===== config.mk =====
export PLATFORM = sky130hd
export DESIGN_NAME = vga_text_writer
export DESIGN_NICKNAME = d
export VERILOG_FILES = /design/src/rtl/vga_text_pkg.sv /design/src/rtl/vga_text_writer.sv
export SDC_FILE = /design/constraint.sdc
export NUM_CORES = 1
export LEC_CHECK = 0
export BUFFER_PORTS_ARGS = -buffer_cell sky130_fd_sc_hd__buf_2
export CAP_MARGIN = 20
export CORE_ASPECT_RATIO = 0.5
export CORE_MARGIN = 4
export CORE_UTILIZATION = 39
export DETAILED_ROUTE_END_ITERATION = 7
export PLACE_DENSITY_LB_ADDON = 0.08
export SKIP_CTS_REPAIR_TIMING = 1
export SYNTH_ARGS = -nofsm -noshare
export SYNTH_HDL_FRONTEND = slang
export SYNTH_SLANG_ARGS = --single-unit

===== constraint.sdc =====
create_clock -name clk -period 2.4 [get_ports clk]
set_input_delay 0.48 -clock clk [delete_from_list [all_inputs] [get_ports clk]]
set_output_delay 0.48 -clock clk [all_outputs]
set_load 0.05 [all_outputs]

===== src/rtl/vga_text_pkg.sv =====
// Shared definitions for the text-mode character writer: control codes,
// printable range and the writer's state type.
package vga_text_pkg;

    localparam logic [7:0] CH_LF    = 8'h0A;
    localparam logic [7:0] CH_CR    = 8'h0D;
    localparam logic [7:0] CH_BS    = 8'h08;
    localparam logic [7:0] CH_FF    = 8'h0C;
    localparam logic [7:0] CH_BLANK = 8'h20;
    localparam logic [7:0] PRINT_LO = 8'h20;
    localparam logic [7:0] PRINT_HI = 8'h7E;

    typedef enum logic [1:0] {
        ST_CLEAR_ALL  = 2'd0,
        ST_CLEAR_LINE = 2'd1,
        ST_IDLE       = 2'd2
    } vga_text_state_e;

    function automatic logic is_printable(input logic [7:0] b);
        return (b >= PRINT_LO) && (b <= PRINT_HI);
    endfunction

endpackage


===== src/rtl/vga_text_writer.sv =====
// Turns a byte stream into character-memory writes over a COLS x ROWS grid,
// handling CR, LF, BS and FF plus multi-cycle line and screen clears.
module vga_text_writer
    import vga_text_pkg::*;
#(
    parameter int         COLS   = 16,
    parameter int         ROWS   = 4,
    parameter int         ADDR_W = 6,
    parameter logic [7:0] BLANK  = CH_BLANK
) (
    input  logic              clk,
    input  logic              reset,
    input  logic [7:0]        char_in,
    input  logic              char_valid,
    output logic              char_ready,
    output logic [ADDR_W-1:0] addr_write,
    output logic [7:0]        char_write,
    output logic              write_enable,
    output logic [ADDR_W-1:0] cursor,
    output logic              busy
);

    localparam int COL_W = (COLS > 1) ? $clog2(COLS) : 1;
    localparam int ROW_W = (ROWS > 1) ? $clog2(ROWS) : 1;

    localparam logic [COL_W-1:0]  LAST_COL      = COL_W'(COLS - 1);
    localparam logic [ROW_W-1:0]  LAST_ROW      = ROW_W'(ROWS - 1);
    localparam logic [ADDR_W-1:0] LAST_LINE_CNT = ADDR_W'(COLS - 1);
    localparam logic [ADDR_W-1:0] LAST_CELL_CNT = ADDR_W'(COLS * ROWS - 1);

    vga_text_state_e   state;
    logic [ROW_W-1:0]  row;
    logic [COL_W-1:0]  col;
    logic [ADDR_W-1:0] clr_cnt;

    logic [ROW_W-1:0]  next_row;
    logic [ADDR_W-1:0] next_base;
    logic              accept;

    // Handshake: a byte transfers on a rising edge where char_valid && char_ready.
    // char_ready is a pure decode of the state register, so the source may
    // hold char_valid high with any data while the writer is clearing.
    assign char_ready = (state == ST_IDLE);
    assign busy       = (state != ST_IDLE);
    assign accept     = char_valid && char_ready;

    always_comb begin
        next_row  = (row == LAST_ROW) ? '0 : row + 1'b1;
        next_base = ADDR_W'(next_row) * ADDR_W'(COLS);
    end

    always_ff @(posedge clk or posedge reset) begin
        if (reset) begin
            state        <= ST_CLEAR_ALL;
            clr_cnt      <= '0;
            row          <= '0;
            col          <= '0;
            cursor       <= '0;
            write_enable <= 1'b0;
            addr_write   <= '0;
            char_write   <= '0;
        end else begin
            write_enable <= 1'b0;
            case (state)
                ST_CLEAR_ALL: begin
                    write_enable <= 1'b1;
                    addr_write   <= clr_cnt;
                    char_write   <= BLANK;
                    if (clr_cnt == LAST_CELL_CNT) begin
                        clr_cnt <= '0;
                        state   <= ST_IDLE;
                    end else begin
                        clr_cnt <= clr_cnt + 1'b1;
                    end
                end

                // The cursor sits at column 0 of the row being cleared.
                ST_CLEAR_LINE: begin
                    write_enable <= 1'b1;
                    addr_write   <= cursor + clr_cnt;
                    char_write   <= BLANK;
                    if (clr_cnt == LAST_LINE_CNT) begin
                        clr_cnt <= '0;
                        state   <= ST_IDLE;
                    end else begin
                        clr_cnt <= clr_cnt + 1'b1;
                    end
                end

                ST_IDLE: begin
                    if (accept) begin
                        if (is_printable(char_in)) begin
                            write_enable <= 1'b1;
                            addr_write   <= cursor;
                            char_write   <= char_in;
                            if (col != LAST_COL) begin
                                col    <= col + 1'b1;
                                cursor <= cursor + 1'b1;
                            end else begin
                                col     <= '0;
                                row     <= next_row;
                                cursor  <= next_base;
                                clr_cnt <= '0;
                                state   <= ST_CLEAR_LINE;
                            end
                        end else begin
                            case (char_in)
                                CH_LF: begin
                                    col     <= '0;
                                    row     <= next_row;
                                    cursor  <= next_base;
                                    clr_cnt <= '0;
                                    state   <= ST_CLEAR_LINE;
                                end
                                CH_CR: begin
                                    col    <= '0;
                                    cursor <= cursor - ADDR_W'(col);
                                end
                                // Backspace never wraps to the previous row.
                                CH_BS: begin
                                    if (col != '0) begin
                                        col          <= col - 1'b1;
                                        cursor       <= cursor - 1'b1;
                                        write_enable <= 1'b1;
                                        addr_write   <= cursor - 1'b1;
                                        char_write   <= BLANK;
                                    end
                                end
                                CH_FF: begin
                                    row     <= '0;
                                    col     <= '0;
                                    cursor  <= '0;
                                    clr_cnt <= '0;
                                    state   <= ST_CLEAR_ALL;
                                end
                                default: ;
                            endcase
                        end
                    end
                end

                default: begin
                    clr_cnt <= '0;
                    state   <= ST_CLEAR_ALL;
                end
            endcase
        end
    end

endmodule

==> run metrics, run 1 <==
Setup WS post-layout=0.0959 ns; crit path launch type=register; Syn Nets=355; Total Routing Usage GR=19.9%; combinational power share=57.3%; critical path arrival=2.46 ns; grt total ovfl=0; Synthesis Warnings=0; Clock Sinks=35; Net Sw Frac=47.9%; r2r endpoint=addr_write[5]; Final Cell Area=3350 µm²; CORE AREA=6810 µm²; GPL Wtd Cong=0.959; status=completed; die area=8610 µm²; fmax=434 MHz; flop2flop setup slack=0.1 ns; commonest cells after routing, fill and taps aside=41 x nand2_1, 35 x dfrtp_1, 33 x buf_2; Placed Area=3150 µm²; Final Cycle Share=96.0%; Max clock buf depth=2; biggest area consumer among synthesized cells=dfrtp_1; CTS tree=yes; Largest delay share family, worst path=simple AND/OR/NAND/NOR gates; worst slack, placed=-0.0261 ns; IR Drop Worst-Case VDD=0.000531 V; max-slew violation count=0; initial antenna violation count=0; internal power=2.24 mW; Num CTS Buffers=5; crit-path max cell delay=0.64 ns; CP Max Fanout=6; cell count after synthesis=323; Setup Crit Path Kind=reg2reg; n_diodes=0; Post-DRT Antenna Nets=0; Hold Slack=0.308 ns; DR DRC count=0; Seq pwr share=22.8%; sw power=2.06 mW; post-synthesis sequential area ratio=31.5%; worst path bufs/invs=0; Rows=21; routed len/inst=17.2 µm; most common cell after layout, fill and taps aside=nand2_1; fraction of layout cells with a size suffix above 1=22.7%; Synth Register Bits=35; vias per cell=5.62; vias=2598; critical path capture point type=register; Post-synth EDFFs=0; Post-Place Cells=454; initial cell density of the core=40.8%; async set-reset flop share out of synthesis=100%; wire length of the first global-routing pass=13.5 mm; post-synth cell types=62; fillcell total=652; worst clock skew=0.00316 ns; worst path cell trace=or4_1 -> nor2_1 -> nand2_1 -> xnor2_1 -> a2111oi_2 -> o21ai_1; LEAKAGE=1.54 nW; number of global-route vias before repair=2645; Final Hold Vio Count=0; largest net degree at the start of global routing=36; Power Dens Cells=1290 nW/µm²; clock power share=20.0%; Max-Cap Viols=0; Most used DFF post-synth=dfrtp_1; Boundary Pins=34; Root Buffer=clkbuf_16; Die Height=67.7 µm; DIE WIDTH=127 µm; Pwr Total=4.30 mW; Worst-Margin Slew=0.478 ns; P&R area growth vs syn=20.5%; Detail Placement HPWL=6.03 mm; Final Util=49.2%; fin nets=401; slew margin rel.=68.1%; first drt pass iteration count=4; Synth Cell Area=2780 µm²; htree depth=2; Synth area leaders=dfrtp_1 32%, ha_1 8.6%, nand2_1 5.5%; syn avg cell area=8.60 µm²; reg-to-reg startpoint=cursor[1]; Worst-Skew Late Latency=0.28 ns; R2R depth=6; I/O Buffers=33; worst min-delay path category=in2async; DRT Wirelength=7.93 mm; setup TNS=0 ns; fin crit period=2.30 ns; Final Non-Filler Cells=462; Worst path slowest cell=or4_1; initial DRC count=202; area share of the largest cell type after synthesis=31.5%; WP data required=2.56 ns; setup-violating endpoint count in the final report=0; clock slew at reported path FFs=0.06 ns
-- synthesized netlist by cell type, types with 2 or more instances --
| cell | number |
|---|---|
| nand2_1 | 41 |
| dfrtp_1 | 35 |
| o21ai_0 | 25 |
| inv_1 | 21 |
| a21oi_1 | 20 |
| ha_1 | 19 |
| nor2_1 | 17 |
| xnor2_1 | 11 |
| nand3_1 | 10 |
| clkbuf_1 | 9 |
| nand4_1 | 8 |
| nor3_1 | 6 |
| o21ai_1 | 6 |
| a221oi_1 | 5 |
| nor2b_1 | 5 |
| a21o_1 | 4 |
| and2_1 | 4 |
| buf_2 | 4 |
| nand2b_1 | 4 |
| o22ai_1 | 4 |
| o31ai_1 | 4 |
| xor2_1 | 4 |
| a22o_1 | 3 |
| a31oi_1 | 3 |
| nand2_2 | 3 |
| o221ai_1 | 3 |
| and3_1 | 2 |
| buf_4 | 2 |
| fa_1 | 2 |
| o211ai_1 | 2 |
| o21a_1 | 2 |
| o2bb2ai_1 | 2 |
| o41ai_1 | 2 |
| o41ai_2 | 2 |
| or4b_2 | 2 |
-- worst reg2reg max path: stages (launching register included) --
cell and delay [ns]:
dfrtp_1 0.50, or4_1 0.64, nor2_1 0.19, nand2_1 0.09, xnor2_1 0.20, a2111oi_2 0.44
o21ai_1 0.12
-- cells by family (layout without fill, tap and decap cells) --
group / after synthesis / in the layout / share of synthesized area [%]
and+or+nand+nor: 108 / 108 / 20.1
AOI/OAI and AO/OA: 106 / 106 / 27.6
buffers and inverters: 37 / 84 / 5.72
xor gates and xnor gates: 15 / 15 / 4.73
muxes: 1 / 1 / 0.361
adders and majority gates: 21 / 21 / 10.0
DFF: 35 / 35 / 31.5
-- flip-flops by register name (all words and copies together) (netlist names) --
signal,cells
addr_write,6
row,2
col,4
write_enable,1
char_write,8
state,2
cursor,6
clr_cnt,6
-- worst max path at each step --
stage,start,endpoint,depth (start not counted)
finish,cursor[1],addr_write[5],6
detailed placement,char_in[2],addr_write[5],7
floorplan,state[0],char_write[0],9
global placement,cursor[0],addr_write[5],6
global route,cursor[1],addr_write[5],6
CTS,cursor[1],addr_write[5],6
-- area by class of cell --
type | instances | area (µm²) | area share [%]
flip-flops and latches | 35 | 876 | 26.2
inverters | 21 | 82.6 | 2.47
clock inverters | 2 | 60.1 | 1.79
well taps | 92 | 115 | 3.44
clock buffers | 6 | 129 | 3.85
multi-input cells | 251 | 1750 | 52.4
repair buffers | 55 | 330 | 9.87
-- power groups by stage --
stage                     registers (mW)  clock network [mW]  logic (mW)
final                              0.979               0.859        2.46
after global routing                1.01               0.911        2.71
after CTS                          0.976               0.879        2.43
after detailed placement           0.983                   0        2.43
after global placement             0.976                   0        2.41
after floorplan                     1.35                   0        1.38
-- layer usage --
layer | GRT usage, % | share of wire, % | vias up | wire [µm]
met1 | 27.5 | 49 | 1248 | 3850
li1 | - | - | 1272 | -
met3 | 6.32 | 6.9 | 11 | 549
met2 | 30.2 | 43 | 67 | 3450
met4 | 5.21 | 1.0 | 0 | 82
met5 | 0 | 0 | - | 0
Note: power is estimated with default switching activity, not from simulation.
==> run 2: changes to the inputs <==
- CORE_MARGIN: 4 -> 2
- CORE_UTILIZATION: 39 -> 30
- REMOVE_ABC_BUFFERS: not set -> 1
==> run metrics, run 2 (same netlist as run 1, synthesis figures left out) <==
wire length of the first global-routing pass=14.1 mm; fillcell total=937; slew margin rel.=67.0%; RSZ-0062 raised after global routing=no; Seq pwr share=23.7%; Final Cycle Share=93.7%; n_diodes=0; number of global-route vias before repair=2642; Root Buffer=clkbuf_16; setup-violating endpoint count in the final report=0; Power Dens Cells=1230 nW/µm²; setup TNS=0 ns; largest net degree at the start of global routing=36; CTS tree=yes; fraction of layout cells with a size suffix above 1=23.4%; worst min-delay path category=in2async; Hold Slack=0.300 ns; Largest Register=char_write; first drt pass iteration count=7; clock slew at reported path FFs=0.06 ns; Boundary Pins=34; DIE WIDTH=140 µm; internal power=2.05 mW; routed len/inst=17.5 µm; fin nets=407; sw power=2.10 mW; worst clock skew=0.00290 ns; P&R area growth vs syn=21.2%; combinational power share=60.2%; Post-DRT Antenna Nets=0; status=completed; Clock Sinks=35; Rows=24; critical path arrival=2.46 ns; GPL Wtd Cong=0.855; vias=2638; I/O Buffers=33; grt total ovfl=0; crit path launch type=register; fin crit period=2.25 ns; most common cell after layout, fill and taps aside=nand2_1; Worst-Skew Late Latency=0.29 ns; LEAKAGE=1.55 nW; Final Hold Vio Count=0; Worst-Margin Slew=0.494 ns; Net Sw Frac=50.5%; IR Drop Worst-Case VDD=0.000350 V; initial antenna violation count=0; Final Util=38.0%; Max clock buf depth=2; Final Non-Filler Cells=493; Total Routing Usage GR=17.9%; max reg flops=8; clock power share=16.1%; critical path capture point type=register; Max-Cap Viols=0; fmax=445 MHz; CP Max Fanout=20; htree depth=2; Die Height=72.0 µm; vias per cell=5.35; die area=10100 µm²; Post-Place Cells=485; initial DRC count=122; Num CTS Buffers=5; initial cell density of the core=31.3%; DR DRC count=0; max-slew violation count=0; CORE AREA=8860 µm²; DRT Wirelength=8.64 mm; WP data required=2.61 ns; commonest cells after routing, fill and taps aside=41 x nand2_1, 34 x dfrtp_1, 33 x buf_2; Detail Placement HPWL=6.66 mm; Setup Crit Path Kind=reg2reg
run 2: cell types whose count changed in the layout (fill, tap and decap cells not counted), sizes merged:
cell    before  now
buf         55   61
bufinv       2    0
clkinv       0    1
inv         20   21
run 2: per-layer routing:
metal,GRT usage (%),wire length (µm),vias to the layer above
met2,29.3,3860,58
met5,0,0,-
met1,24.5,4310,1282
li1,-,-,1289
met4,4.71,87,0
met3,3.83,384,9
run 2: stage by stage:
step | cell area [µm²] | setup WS (ns) | power [mW]
after floorplan | 2700 | -0.346 | 2.65
after global placement | 3220 | 0.0864 | 3.45
after detailed placement | 3220 | 0.0713 | 3.47
after CTS | 3360 | 0.0486 | 4.16
after global routing | 3370 | 0.0168 | 4.45
final | 3370 | 0.152 | 4.15
run 2: worst max-delay path: stages, from the launching register on:
cell and delay (ns):
dfrtp_2 0.45, inv_1 0.11, ha_1 0.16, or4b_2 0.60, a21oi_1 0.22, o22ai_1 0.11
buf_4 0.21, o21ai_0 0.10, a21oi_1 0.06, a21oi_1 0.15
run 2: worst paths after layout:
kind	start	to	slack (ns)	cells past startpoint
max in group asynchronous	reset	col[0]	1.72	3
max	col[0]	col[3]	0.15	9
min in group clk	char_write[4]	char_write[4]	0.46	2
max reg2reg	col[0]	col[3]	0.15	9
min reg2reg	char_write[4]	char_write[4]	0.46	2
min	reset	char_write[7]	0.30	3
run 2: area by class of cell:
type	count	area, µm²	share of cell area [%]
clock buffers	6	129	3.83
clock inverters	2	12.5	0.372
inverters	21	78.8	2.34
multi-input cells	251	1750	51.9
flip-flops and latches	35	877	26.1
well taps	117	146	4.35
repair buffers	61	375	11.2
run 2: power groups by stage:
stage / Combinational (mW) / Sequential [mW] / Clock (mW)
finish: 2.50 / 0.981 / 0.668
global placement: 2.46 / 0.988 / 0
CTS: 2.49 / 0.982 / 0.681
detailed placement: 2.48 / 0.992 / 0
floorplan: 1.27 / 1.38 / 0
global route: 2.73 / 1.01 / 0.711
==> run 3: changes to the inputs <==
==> constraint.sdc (replaced) <==
create_clock -name clk -period 2.4 [get_ports clk]
set_input_delay 0.36 -clock clk [delete_from_list [all_inputs] [get_ports clk]]
set_output_delay 0.36 -clock clk [all_outputs]
set_load 0.05 [all_outputs]
==> run metrics, run 3 (same netlist as run 1, synthesis figures left out) <==
flop2flop setup slack=0.18 ns; max reg flops=8; Setup WS post-layout=0.184 ns; Max-Cap Viols=0; Final Hold Vio Count=0; Final Cell Area=3350 µm²; setup-violating endpoint count in the final report=0; WP data required=2.58 ns; Final Util=37.9%; violated checks=DRC; CTS tree=yes; Worst-Skew Late Latency=0.29 ns; IR Drop Worst-Case VDD=0.000300 V; Clock Sinks=35; Power Dens Cells=1250 nW/µm²; status=finished, violations left; initial cell density of the core=31.3%; DRT Wirelength=8.39 mm; fmax=451 MHz; worst min-delay path category=in2async; Pwr Total=4.19 mW; I/O Buffers=33; critical path capture point type=register; clock slew at reported path FFs=0.06 ns; most common cell after layout, fill and taps aside=nand2_1; worst slack, placed=0.137 ns; grt total ovfl=0; Final Cycle Share=92.3%; slew margin rel.=65.9%; fin crit period=2.22 ns; RSZ-0062 raised after global routing=no; CORE AREA=8860 µm²; Setup Crit Path Kind=reg2reg; Detail Placement HPWL=6.36 mm; Boundary Pins=34; DIE WIDTH=140 µm; worst clock skew=0.00761 ns; reg-to-reg startpoint=cursor[0]; initial DRC count=188; Rows=24; Die Height=72.0 µm; max-slew violation count=0; P&R area growth vs syn=20.8%; vias=2665; Max clock buf depth=2; Largest Register=char_write; vias per cell=5.46; r2r endpoint=cursor[4]; largest net degree at the start of global routing=36; Num CTS Buffers=5; R2R depth=10; routed len/inst=17.2 µm; GPL Wtd Cong=0.845; fin nets=402; Placed Area=3180 µm²; Total Routing Usage GR=17.7%; DR DRC count=3; Worst-Margin Slew=0.511 ns; CP Max Fanout=10; n_diodes=0; Root Buffer=clkbuf_16; first drt pass iteration count=8; wire length of the first global-routing pass=13.8 mm; critical path arrival=2.39 ns; number of global-route vias before repair=2498; LEAKAGE=1.54 nW; initial antenna violation count=0; fraction of layout cells with a size suffix above 1=22.6%; htree depth=2; setup TNS=0 ns; crit path launch type=register; Post-DRT Antenna Nets=0; commonest cells after routing, fill and taps aside=41 x nand2_1, 34 x dfrtp_1, 33 x buf_2; die area=10100 µm²
[run 3: worst max path at each step]
stage / start / to / slack, ns / cells after the start
after global placement: cursor[0] / addr_write[4] / 0.17 / 7
after global routing: cursor[0] / cursor[4] / 0.008 / 10
final: cursor[0] / cursor[4] / 0.18 / 10
after detailed placement: cursor[0] / addr_write[5] / 0.14 / 6
after floorplan: state[0] / cursor[2] / -0.35 / 6
after CTS: cursor[0] / addr_write[5] / 0.12 / 6
[run 3: metal layers]
metal	track usage (%)	share of wire (%)	vias up	routed length (µm)
li1	-	-	1282	-
met1	27.0	52	1298	4370
met2	25.2	42	77	3510
met3	3.76	5.1	8	426
met4	4.49	0.98	0	82
met5	0	0	-	0
[run 3: critical path, cell delays in order, from the launching register on]
cell and delay [ns]:
dfrtp_2 0.50, inv_1 0.11, ha_1 0.16, inv_1 0.05, fa_1 0.40, a21o_1 0.18, a21oi_1 0.20, o221ai_1 0.16
nand3_1 0.10, o41ai_1 0.07, o22a_1 0.18
[run 3: area by class of cell]
class,count,area (µm²)
tap,117,146
sequential,35,877
timing repair buffer,56,338
multi-input combinational,251,1750
clock buffer,5,125
inverter,21,78.8
clock inverter,3,43.8
fill,911,5500
[run 3: power breakdown]
part	internal, mW	leakage, nW	switching (mW)
logic	0.854	1.00	1.58
registers	0.773	0.451	0.210
clock network	0.490	0.0838	0.285
[run 3: metrics by stage]
stage	hold slack [ns]	cells
finish	0.191	488
global route	0.250	488
CTS	0.217	488
detailed placement	0.459	480
global placement	0.448	480
floorplan	0.478	307
